**config.mk**
```make
export PLATFORM = sky130hd
export DESIGN_NAME = mem_arbiter_resp
export DESIGN_NICKNAME = d
export VERILOG_FILES = /design/src/rtl/mem_arbiter_resp.sv
export SDC_FILE = /design/constraint.sdc
export NUM_CORES = 1
export LEC_CHECK = 0
export CORE_MARGIN = 2
export CORE_UTILIZATION = 41
export CTS_CLUSTER_SIZE = 8
export DETAILED_ROUTE_END_ITERATION = 10
export PLACE_DENSITY = 0.87
export SLEW_MARGIN = 20
export SYNTH_ARGS = -nofsm -noshare
export SYNTH_HDL_FRONTEND = slang
export SYNTH_SLANG_ARGS = --single-unit
```
**constraint.sdc**
```tcl
create_clock -name CLK -period 3.2 [get_ports CLK]
set_input_delay 0.96 -clock CLK [delete_from_list [all_inputs] [get_ports CLK]]
set_output_delay 0.96 -clock CLK [all_outputs]
set_load 0.05 [all_outputs]
```
**src/rtl/mem_arbiter_resp.sv**
```systemverilog
// Arbitrates icache/dcache word requests onto one RAM port; data wins fetches.
// Define MEM_STARVE_GUARD_EN to bound how long a pending fetch can starve.
module mem_arbiter_resp #(
  parameter int TIMEOUT = 255
`ifdef MEM_STARVE_GUARD_EN
  , parameter int STARVE_LIMIT = 4
`endif
) (
  input  logic        CLK,
  input  logic        nRST,
  input  logic        iREN,
  input  logic [31:0] iaddr,
  output logic        iwait,
  output logic [31:0] iload,
  input  logic        dREN,
  input  logic        dWEN,
  input  logic [31:0] daddr,
  input  logic [31:0] dstore,
  output logic        dwait,
  output logic [31:0] dload,
  output logic        ramREN,
  output logic        ramWEN,
  output logic [31:0] ramaddr,
  output logic [31:0] ramstore,
  input  logic [31:0] ramload,
  input  logic [1:0]  ramstate,
  output logic        merr
);

  typedef enum logic [1:0] {
    IDLE,
    ACC_I,
    ACC_D
  } state_e;

  localparam logic [1:0]  RS_BUSY   = 2'd1;
  localparam logic [1:0]  RS_ACCESS = 2'd2;
  localparam logic [1:0]  RS_ERROR  = 2'd3;
  localparam logic [31:0] BAD_WORD  = 32'hBAD1BAD1;
  localparam logic [7:0]  TO_CNT    = 8'(TIMEOUT);

  state_e      state_q, state_d;
  logic [31:0] addr_q, addr_d;
  logic [31:0] store_q, store_d;
  logic        wen_q, wen_d;
  logic        merr_q, merr_d;
  logic [7:0]  busy_q, busy_d;

  logic d_req;
  logic fin_ok;
  logic fin_err;
  logic trip;

  assign d_req   = dREN | dWEN;
  assign fin_ok  = (ramstate == RS_ACCESS);
  assign fin_err = !fin_ok &&
                   ((ramstate == RS_ERROR) ||
                    (busy_q == TO_CNT));
  assign merr    = merr_q;

`ifdef MEM_STARVE_GUARD_EN
  logic [2:0] starve_q, starve_d;

  assign trip = iREN &&
                (starve_q >= 3'(STARVE_LIMIT));

  always_comb begin
    starve_d = starve_q;
    if (state_q == IDLE) begin
      if (d_req && !trip) begin
        if (iREN && starve_q != 3'h7)
          starve_d = starve_q + 3'd1;
      end else if (iREN) begin
        starve_d = '0;
      end
    end
  end

  always_ff @(posedge CLK or negedge nRST) begin
    if (!nRST) starve_q <= '0;
    else       starve_q <= starve_d;
  end
`else
  assign trip = 1'b0;
`endif

  always_comb begin
    state_d  = state_q;
    addr_d   = addr_q;
    store_d  = store_q;
    wen_d    = wen_q;
    merr_d   = merr_q;
    busy_d   = busy_q;
    iwait    = 1'b1;
    iload    = '0;
    dwait    = 1'b1;
    dload    = '0;
    ramREN   = 1'b0;
    ramWEN   = 1'b0;
    ramaddr  = '0;
    ramstore = '0;

    // Saturating count of BUSY cycles seen by the open access
    if (state_q != IDLE &&
        ramstate == RS_BUSY &&
        busy_q != 8'hFF)
      busy_d = busy_q + 8'd1;

    unique case (state_q)
      IDLE: begin
        if (d_req && !trip) begin
          addr_d  = daddr;
          store_d = dstore;
          wen_d   = dWEN;
          busy_d  = '0;
          state_d = ACC_D;
        end else if (iREN) begin
          addr_d  = iaddr;
          store_d = '0;
          wen_d   = 1'b0;
          busy_d  = '0;
          state_d = ACC_I;
        end
      end
      ACC_I: begin
        ramREN  = 1'b1;
        ramaddr = addr_q;
        if (!iREN) begin
          state_d = IDLE;
        end else begin
          unique case (1'b1)
            fin_ok: begin
              iwait   = 1'b0;
              iload   = ramload;
              state_d = IDLE;
            end
            fin_err: begin
              iwait   = 1'b0;
              iload   = BAD_WORD;
              merr_d  = 1'b1;
              state_d = IDLE;
            end
            default: ;
          endcase
        end
      end
      ACC_D: begin
        ramREN   = !wen_q;
        ramWEN   = wen_q;
        ramaddr  = addr_q;
        ramstore = store_q;
        if (!d_req) begin
          state_d = IDLE;
        end else begin
          unique case (1'b1)
            fin_ok: begin
              dwait   = 1'b0;
              dload   = wen_q ? '0 : ramload;
              state_d = IDLE;
            end
            fin_err: begin
              dwait   = 1'b0;
              dload   = BAD_WORD;
              merr_d  = 1'b1;
              state_d = IDLE;
            end
            default: ;
          endcase
        end
      end
      default: state_d = IDLE;
    endcase
  end

  always_ff @(posedge CLK or negedge nRST) begin
    if (!nRST) begin
      state_q <= IDLE;
      addr_q  <= '0;
      store_q <= '0;
      wen_q   <= 1'b0;
      merr_q  <= 1'b0;
      busy_q  <= '0;
    end else begin
      state_q <= state_d;
      addr_q  <= addr_d;
      store_q <= store_d;
      wen_q   <= wen_d;
      merr_q  <= merr_d;
      busy_q  <= busy_d;
    end
  end

endmodule

```
Word-level counts from Yosys, hierarchy flattened

Cells that the tools add are included.

Register bits after elaboration: 76
Input bits: 135
Output and inout port bits: 133
Logic and storage cells: 68

Add/sub/neg operators: 1
Equality and inequality tests: 10
Muxes and demuxes: 36
Bitwise logic cells: 1
Reductions and logical operators: 14

Operator list:

| operator              | count |
|---|---|
| $mux W32              | 11 |
| $pmux W32 S2          | 2 |
| $mux W8               | 4 |
| $mux W1               | 11 |
| $mux W2               | 5 |
| $add A8 B1 Y8 const B | 1 |
| $eq A8 B8 Y1 const B  | 1 |
| $ne A8 B8 Y1 const B  | 1 |
| $eq A2 B2 Y1 const B  | 3 |
| $pmux W2 S3           | 1 |
| $reduce_bool A2 Y1    | 3 |
| $eq A2 B1 Y1 const B  | 2 |
| $ne A2 B2 Y1 const B  | 2 |
| $pmux W1 S2           | 2 |
| $reduce_or A2 Y1      | 2 |
| $logic_and A1 B1 Y1   | 3 |
| $ne A3 B3 Y1 const B  | 1 |
| $reduce_and A3 Y1     | 1 |
| $logic_not A1 Y1      | 2 |
| $logic_not A2 Y1      | 1 |
| $reduce_and A2 Y1     | 1 |
| $logic_or A1 B1 Y1    | 1 |
| $or A1 B1 Y1          | 1 |

Depth between registers and ports, before layout

Gate-level depths: netlist (run 1).

Depth in word-level cells: 7
Gate-level depth with buffers: 8
Mapped depth without buffers: 6

Worst setup path before layout (run 1)

Ideal clock, no wire load.

Kind: input -> output
Start point: in ramstate[1]
End point: out dload[3]
Arrival time: 2.541 ns
Required time: 2.240 ns
Slack: -0.301 ns
Stages on the path: 5
Buffers on the path: 2
Cell sequence: nor2b_1 -> clkbuf_1 -> buf_2 -> nand2_1 -> nor3_1

Cells in the longest elaborated chain, start to end: 6
Elaborated cells on any way between the ends: 8
Classes of those cells: 2 x eq/ne; 3 x mux; 3 x reduce/logical

RTL lines:

| what                                                   | line   | source |
|---|---|---|
| start, declared                                        | 26     | `input logic [1:0] ramstate,` |
| $eq A2 B2 Y1, on equally long branches                 | 55, 57 |  |
| $logic_not A1 Y1 or $logic_or A1 B1 Y1 (tied branches) | 56, 57 |  |
| $logic_and A1 B1 Y1                                    | 56     | `assign fin_err = !fin_ok &&` |
| $pmux W32 S2 (*)                                       | 155    | `unique case (1'b1)` |
| $mux W32 (*)                                           | 152    | `if (!d_req) begin` |
| $mux W32 (*)                                           | 109    | `unique case (state_q)` |
| end, declared                                          | 20     | `output logic [31:0] dload,` |

Every way passes the cells marked *; elsewhere a longest branch is shown, timed or not.

Final worst setup path (run 1)

Start point: reg busy_q[5]
End point: out dload[30]

Cells in the longest elaborated chain, start to end: 6

RTL lines:

| what                   | line | source |
|---|---|---|
| start, declared        | 47   | `logic [7:0] busy_q, busy_d;` |
| start signal, assigned | 189  | `busy_q <= busy_d;` |
| $eq A8 B8 Y1           | 58   | `(busy_q == TO_CNT));` |
| $logic_or A1 B1 Y1     | 57   | `((ramstate == RS_ERROR) \|\|` |
| $logic_and A1 B1 Y1    | 56   |  |
| $pmux W32 S2           | 155  |  |
| $mux W32               | 152  |  |
| $mux W32               | 109  |  |

No other way between the ends.

==> results of run 1 <==
-- Yosys cell counts, types with 4 or more instances --
master	instances
a21oi_1	55
a22o_1	33
and2_1	65
buf_2	13
clkbuf_1	22
dfrtp_1	76
ha_1	5
inv_1	7
mux2i_1	32
nand2_1	18
nand2b_1	21
nand3_1	4
nor2_1	50
nor3_1	4
nor3_2	11
o21a_1	20
o21ai_0	6
-- worst max path at each step --
stage / from / end
6_report: busy_q[5] / dload[30]
5_1_grt: busy_q[5] / dload[30]
4_1_cts: iREN / iload[15]
3_5_place_dp: ramstate[1] / iload[15]
3_3_place_gp: ramstate[1] / iload[15]
2_1_floorplan: ramstate[1] / dload[1]
-- routing by layer --
layer / vias to the layer above / routed length, microns
met5: - / 0
met4: 0 / 1950
met3: 162 / 2490
met2: 427 / 11700
met1: 2567 / 7500
li1: 2212 / -
-- logic make-up after synthesis --
| kind of cell | count (synthesis) | share of synthesized area |
|---|---|---|
| and+or+nand+nor | 187 | 0.239 |
| AOI/OAI and AO/OA | 127 | 0.197 |
| DFF | 76 | 0.429 |
| buffers and inverters | 46 | 0.0468 |
| muxes | 32 | 0.0722 |
| adders and majority gates | 5 | 0.0141 |
| xor gates and xnor gates | 1 | 0.00198 |
-- metrics by stage --
stage          hold WS [ns]  total power [mW]  setup slack, ns
5_1_grt               0.508              8.81          -0.0952
3_3_place_gp          0.470              7.25           -0.206
2_1_floorplan         0.465              4.57           -0.106
6_report              0.488              8.55          -0.0635
4_1_cts               0.497              8.31           0.0111
3_5_place_dp          0.480              7.46           -0.265
-- power breakdown --
part           switching (mW)  internal, mW
clock                   0.369         0.274
combinational            3.48          2.73
sequential              0.318          1.38
total                    4.17          4.38
-- sequential cells by signal (all words and copies together), names as in the netlist --
signal   cells
store_q     32
busy_q       8
wen_q        1
merr         1
state_q      2
addr_q      32
-- timing repair --
action | in CTS | in global routing
gates resized for setup | 47 | 25
endpoints found under the setup margin | 66 | 58
endpoints found under the hold margin | 0 | 0
setup buffers | 4 | 6
pin swaps | 11 | 12
gates cloned | 5 | 2
-- layout make-up --
cell class | count | area (sq um) | area share
inverter | 8 | 30.0 | 0.00319
multi-input combinational | 352 | 2640 | 0.281
sequential | 76 | 1900 | 0.203
tap | 136 | 170 | 0.0181
clock buffer | 10 | 128 | 0.0136
timing repair buffer | 306 | 4490 | 0.478
clock inverter | 5 | 30.0 | 0.00319
antenna | 2 | 5.00 | 0.000532
-- critical path: cells and delay by family (launching register included) --
| family | cells | cell delay, ns |
|---|---|---|
| buffers and inverters | 3 | 0.52 |
| AO/OA/AOI/OAI | 1 | 0.26 |
| flip-flops | 1 | 0.45 |
| AND/OR/NAND/NOR | 3 | 0.72 |
==> summary.md, run 1 <==
| Metric | Value |
|---|---|
| Outcome | finished, violations left |
| Failing checks | setup timing |
| Vias per inst | 6.00 |
| Post-route cell area | 9400 sq um |
| Num rows | 37 |
| Final worst path period share | 1.02 |
| CTS Sinks | 76 |
| Post-synth EDFFs | 0 |
| Share of layout cells above drive strength 1 | 0.334 |
| Largest net degree at the start of global routing | 77 |
| Vias | 5368 |
| Die Area | 11700 sq um |
| Initial antenna violation count | 1 |
| Tmin final | 3.26 ns |
| CTS buffer count | 9 |
| Port Buffer Count | 267 |
| Ys flop type | dfrtp_1 |
| Maxcap violations | 0 |
| First drt pass iteration count | 6 |
| Number of global-route vias before repair | 5449 |
| Layout Cells excl Fill | 895 |
| CP Max Fanout | 8 |
| Worst Tran Pin Value | 0.947 ns |
| Source of the worst register-to-register timing path | state_q[0] |
| Worst slew margin | 0.369 |
| Die X-Extent | 108 microns |
| Worst-skew pair later-pin latency | 0.35 ns |
| Syn_nets | 614 |
| P&R area growth vs syn | 112% |
| Commonest non-fill, non-tap cell in the layout | buf_12 |
| Leakage Power | 3.83 nW |
| Layout Skew | 0.0163 ns |
| Yosys top cell by area | dfrtp_1 |
| Final setup viols | 8 |
| Yosys warnings | 0 |
| First-pass GRT wire length | 31500 microns |
| Syn Inst Count | 474 |
| Max Fclk | 306 MHz |
| Cell Chain, Critical Path | nand4_1 -> o21bai_4 -> nand3_4 -> buf_6 -> buf_16 -> nor3_4 -> buf_12 |
| Worst hold stages | 1 |
| Top-level port count | 268 |
| Power Dens Cells | 909 nW/um^2 |
| Inst Count DP | 861 |
| Worst path arrival time | 2.30 ns |
| R2r setup slk | 0.72 ns |
| Mapped cell area | 4430 sq um |
| Sequential-to-total area share from yosys stat | 0.429 |
| Worst path slowest cell | dfrtp_1 |
| Most frequent cells in the layout | buf_12, clkdlybuf4s50_1, dfrtp_1, and2_1, nor2_1 |
| Fin nets | 893 |
| M2 GR Usage | 0.623 |
| HPWL Detailed | 13900 microns |
| CP max stage delay | 0.45 ns |
| Chip Height | 108 microns |
| Cell variety after synth | 42 |
| Peak supply drop | 691 uV |
| Synth Register Bits | 76 |
| Critical Path RT | 2.24 ns |
| Final WS setup | -0.0635 ns |
| Average size of a mapped cell | 9.35 sq um |
| Core Util, Final | 0.902 |
| Total track usage | 0.359 |
| Ys async rst share | 1.00 |
| Routed Antenna Nets | 0 |
| Busiest grt layer | met2 |
| Final wirelength | 23700 microns |
| Met1 Use GR | 0.363 |
| CTS tree | done |
| Element type at the critical path end | primary output |
| Slew Limit Fails | 0 |
| Placed cell area | 8680 sq um |
| Clock transition at path regs | 0.08 ns |
| FILL cells | 403 |
| Fin. Hold Viols | 0 |
| Setup TNS | -0.246 ns |
| Worst R2R Path Depth | 7 |
| Hold_sp | merr |
| Worst Hold Class | flip-flop to flip-flop |
| Crit path kind | flip-flop to primary output |
| Post-synth top area share | 0.429 |
| CP Launch Type | flip-flop |
| Clock tree buffer depth | 2 |
| Root Driver | clkbuf_8 |
| Leading post-synthesis cells by cell area | dfrtp_1, and2_1, mux2i_1 |
| Initial DRC count | 598 |
| Grt ovf | 0 |
| Post-route DRC | 0 |
| RD Place Congestion | 0.911 |
| Initial Utilization | 0.426 |
| Hold-fix buffers, CTS | 0 |
| Hold endpoint | merr |
| Avg WL per Cell | 26.4 microns |
| Maximum level of the CTS H-tree | 3 |
| Core ar. | 10400 sq um |
| Reg2Reg Capture Point | addr_q[13] |
| GRT met3 Usage | 0.127 |
Power figures use the tool's default switching activity.
==> run 2: changes to the inputs <==
- CORE_UTILIZATION: 41 -> 38
- PLACE_DENSITY: 0.87 -> 0.82
- clock period: 3.2 -> 3.1 ns (I/O delays scaled with it)
==> run 2 against run 1 <==
  * The run still ends with setup timing left
  * Clock power is 82% higher
  * Hold slack worse by 0.0095 ns
  * Die area is 7.6% higher
  * Cell count is 1.2% higher
  * Sequential share of layout area is 0.56 points lower
  * Global-route usage is 6.2 points lower
  * Core utilization is 5.6 points lower
  * Largest cell class unchanged
  * Critical path depth is 1 lower
  * Clock skew is 0.0088 ns lower
==> summary.md, run 2 (synthesis gave the netlist of run 1 again) <==
| Metric | Value |
|---|---|
| Overall Power | 9.11 mW (+6.5%) |
| Initial Utilization | 0.388 (-0.0374) |
| Max Fclk | 318 MHz |
| Layout Cells excl Fill | 906 (+1.2%) |
| Area of the multi-input gates | 2710 sq um (+2.5%) |
| Wire length on met2 | 11000 microns (-5.8%) |
| Worst slew margin | 0.357 (-0.0121) |
| Tmin final | 3.14 ns |
| Chip Height | 112 microns (+3.7%) |
| Combinational power share | 0.684 (-0.043) |
| Clock transition at path regs | 0.06 ns (-0.02 ns) |
| Worst Tran Pin Value | 0.965 ns (+0.0182 ns) |
| Worst path arrival time | 2.21 ns (-0.09 ns) |
| CP Max Fanout | 7 (-1) |
| CTS Sinks | 76 (unchanged) |
| Fin. Hold Viols | 0 (unchanged) |
| Root Driver | clkbuf_16 |
| Maxcap violations | 0 (unchanged) |
| Slew Limit Fails | 0 (unchanged) |
| Register area | 1900 sq um (unchanged) |
| Final wirelength | 20700 microns (-12%) |
| CP Launch Type | primary input |
| Failing checks | setup timing |
| Source of the worst register-to-register timing path | state_q[1] |
| Peak supply drop | 1030 uV (+50%) |
| HPWL Detailed | 12500 microns (-10%) |
| Fin nets | 896 (+0.34%) |
| Met1 Routed Length | 7140 microns (-4.7%) |
| Worst path slowest cell | nor2b_4 |
| Power Dens Cells | 942 nW/um^2 (+3.6%) |
| Final WS setup | -0.0444 ns (+0.0191 ns) |
| Most frequent cells in the layout | buf_12, clkdlybuf4s50_1, dfrtp_1, and2_1, a21oi_1 |
| Leakage Power | 3.96 nW (+3.4%) |
| Commonest non-fill, non-tap cell in the layout | buf_12 |
| Largest registers | addr_q (32), store_q (32), busy_q (8) |
| RD Place Congestion | 0.888 (-2.5%) |
| Routed Antenna Nets | 0 (unchanged) |
| Die Area | 12500 sq um (+7.6%) |
| RSZ-0062 raised after global routing | yes |
| Final setup viols | 12 (+4) |
| CTS tree | done |
| FILL cells | 552 (+37%) |
| Avg WL per Cell | 22.9 microns (-13%) |
| Vias per inst | 5.67 (-5.5%) |
| Layout Skew | 0.00747 ns (-0.00884 ns) |
| Power Internal | 4.94 mW (+13%) |
| Grt ovf | 0 (unchanged) |
| Top Metal Used | met4 |
| Initial DRC count | 462 (-23%) |
| Core Util, Final | 0.847 (-0.0556) |
| Maximum level of the CTS H-tree | 3 (unchanged) |
| First drt pass iteration count | 5 (-1) |
| Outcome | finished, violations left |
| Crit path kind | primary input to primary output |
| Element type at the critical path end | primary output |
| Worst Hold Class | flip-flop to flip-flop |
| Num rows | 39 (+5.4%) |
| Inst Count DP | 871 (+1.2%) |
| P_sw | 4.17 mW (about the same) |
| Vias | 5135 (-4.3%) |
| Port Buffer Count | 267 (unchanged) |
| Cell Chain, Critical Path | clkdlybuf4s15_1 -> nor2b_4 -> clkbuf_16 -> nand2_1 -> nor3_4 -> buf_12 |
| CP max stage delay | 0.28 ns (-0.17 ns) |
| Sw Share | 0.458 (-0.0297) |
| Clock power frac | 0.129 (+0.054) |
| Critical Path RT | 2.17 ns (-0.07 ns) |
| First-pass GRT wire length | 29400 microns (-6.7%) |
| Initial antenna violation count | 1 (unchanged) |
| Top-level port count | 268 (unchanged) |
| CTS buffer count | 9 (unchanged) |
| Number of global-route vias before repair | 5307 (-2.6%) |
| Worst-skew pair later-pin latency | 0.33 ns (-0.02 ns) |
| Final hold slack | 0.478 ns (-0.00949 ns) |
| Total track usage | 0.297 (-0.0621) |
| Hold_sp | merr |
| Setup TNS | -0.141 ns (+0.104 ns) |
| P&R area growth vs syn | 118% |
| Post-route cell area | 9670 sq um (+2.9%) |
| Share of layout cells above drive strength 1 | 0.351 (+0.0166) |
| CP Launch Point | ramstate[0] |
| Placed cell area | 8700 sq um (+0.22%) |
| Core ar. | 11400 sq um (+9.6%) |
| Clock tree buffer depth | 2 (unchanged) |
| Post-route DRC | 0 (unchanged) |
| Final worst path period share | 1.01 |
| Die X-Extent | 112 microns (+3.7%) |
| Largest net degree at the start of global routing | 77 (unchanged) |
| Sequential share of power | 0.187 (-0.011) |
| Placement Setup Slack | -0.272 ns (-0.00778 ns) |
| Met3 wire len | 1400 microns (-44%) |
run 2: cell types whose count changed in the layout (fill, tap and decap cells not counted), sizes merged:
| cell | change |
|---|---|
| clkinvlp | -2 |
| clkbuf | +1 |
| clkinv | -1 |
| inv | +1 |
| dlygate4sd2 | -1 |
| buf | +2 |
| bufinv | +2 |
| clkdlybuf4s15 | +2 |
run 2: path summary, 6_finish.rpt:
path / end / slack, ns / depth (start not counted)
setup / recovery: dload[18] / -0.04 / 6
hold / removal: merr / 0.48 / 1
setup reg to reg: store_q[21] / 0.94 / 5
hold reg to reg: merr / 0.48 / 1
max in group asynchronous: busy_q[7] / 1.66 / 1
min in group asynchronous: store_q[16] / 0.75 / 1
run 2: layer usage:
metal / vias up / global-route usage
met3: 91 / 0.0572
met2: 326 / 0.567
met5: - / 0
met4: 0 / 0.133
li1: 2210 / -
met1: 2508 / 0.315
run 2: power groups by stage:
| stage | Sequential [mW] | Clock (mW) | Combinational, mW |
|---|---|---|---|
| detailed placement | 1.68 | 0 | 5.94 |
| CTS | 1.68 | 1.19 | 6.13 |
| global route | 1.75 | 1.25 | 6.46 |
| global placement | 1.64 | 0 | 5.84 |
| floorplan | 1.59 | 0 | 3.13 |
| finish | 1.71 | 1.17 | 6.23 |
run 2: repair_timing:
action	4_1_cts	5_1_grt
pin swaps	16	8
setup buffers	5	7
gates resized for setup	67	24
hold buffers	0	0
gates cloned	6	2
setup endpoints to repair	66	58
run 2: area by class of cell:
class	instances	share of cell area
timing repair buffer	309	0.466
tap	143	0.0185
sequential	76	0.197
clock buffer	11	0.0261
clock inverter	5	0.00854
inverter	8	0.00311
multi-input combinational	352	0.280
antenna	2	0.000518
run 2: critical path, delay by kind of cell:
kind	cells	cell delay, ns
and+or+nand+nor	3	0.64
buffers and inverters	3	0.63
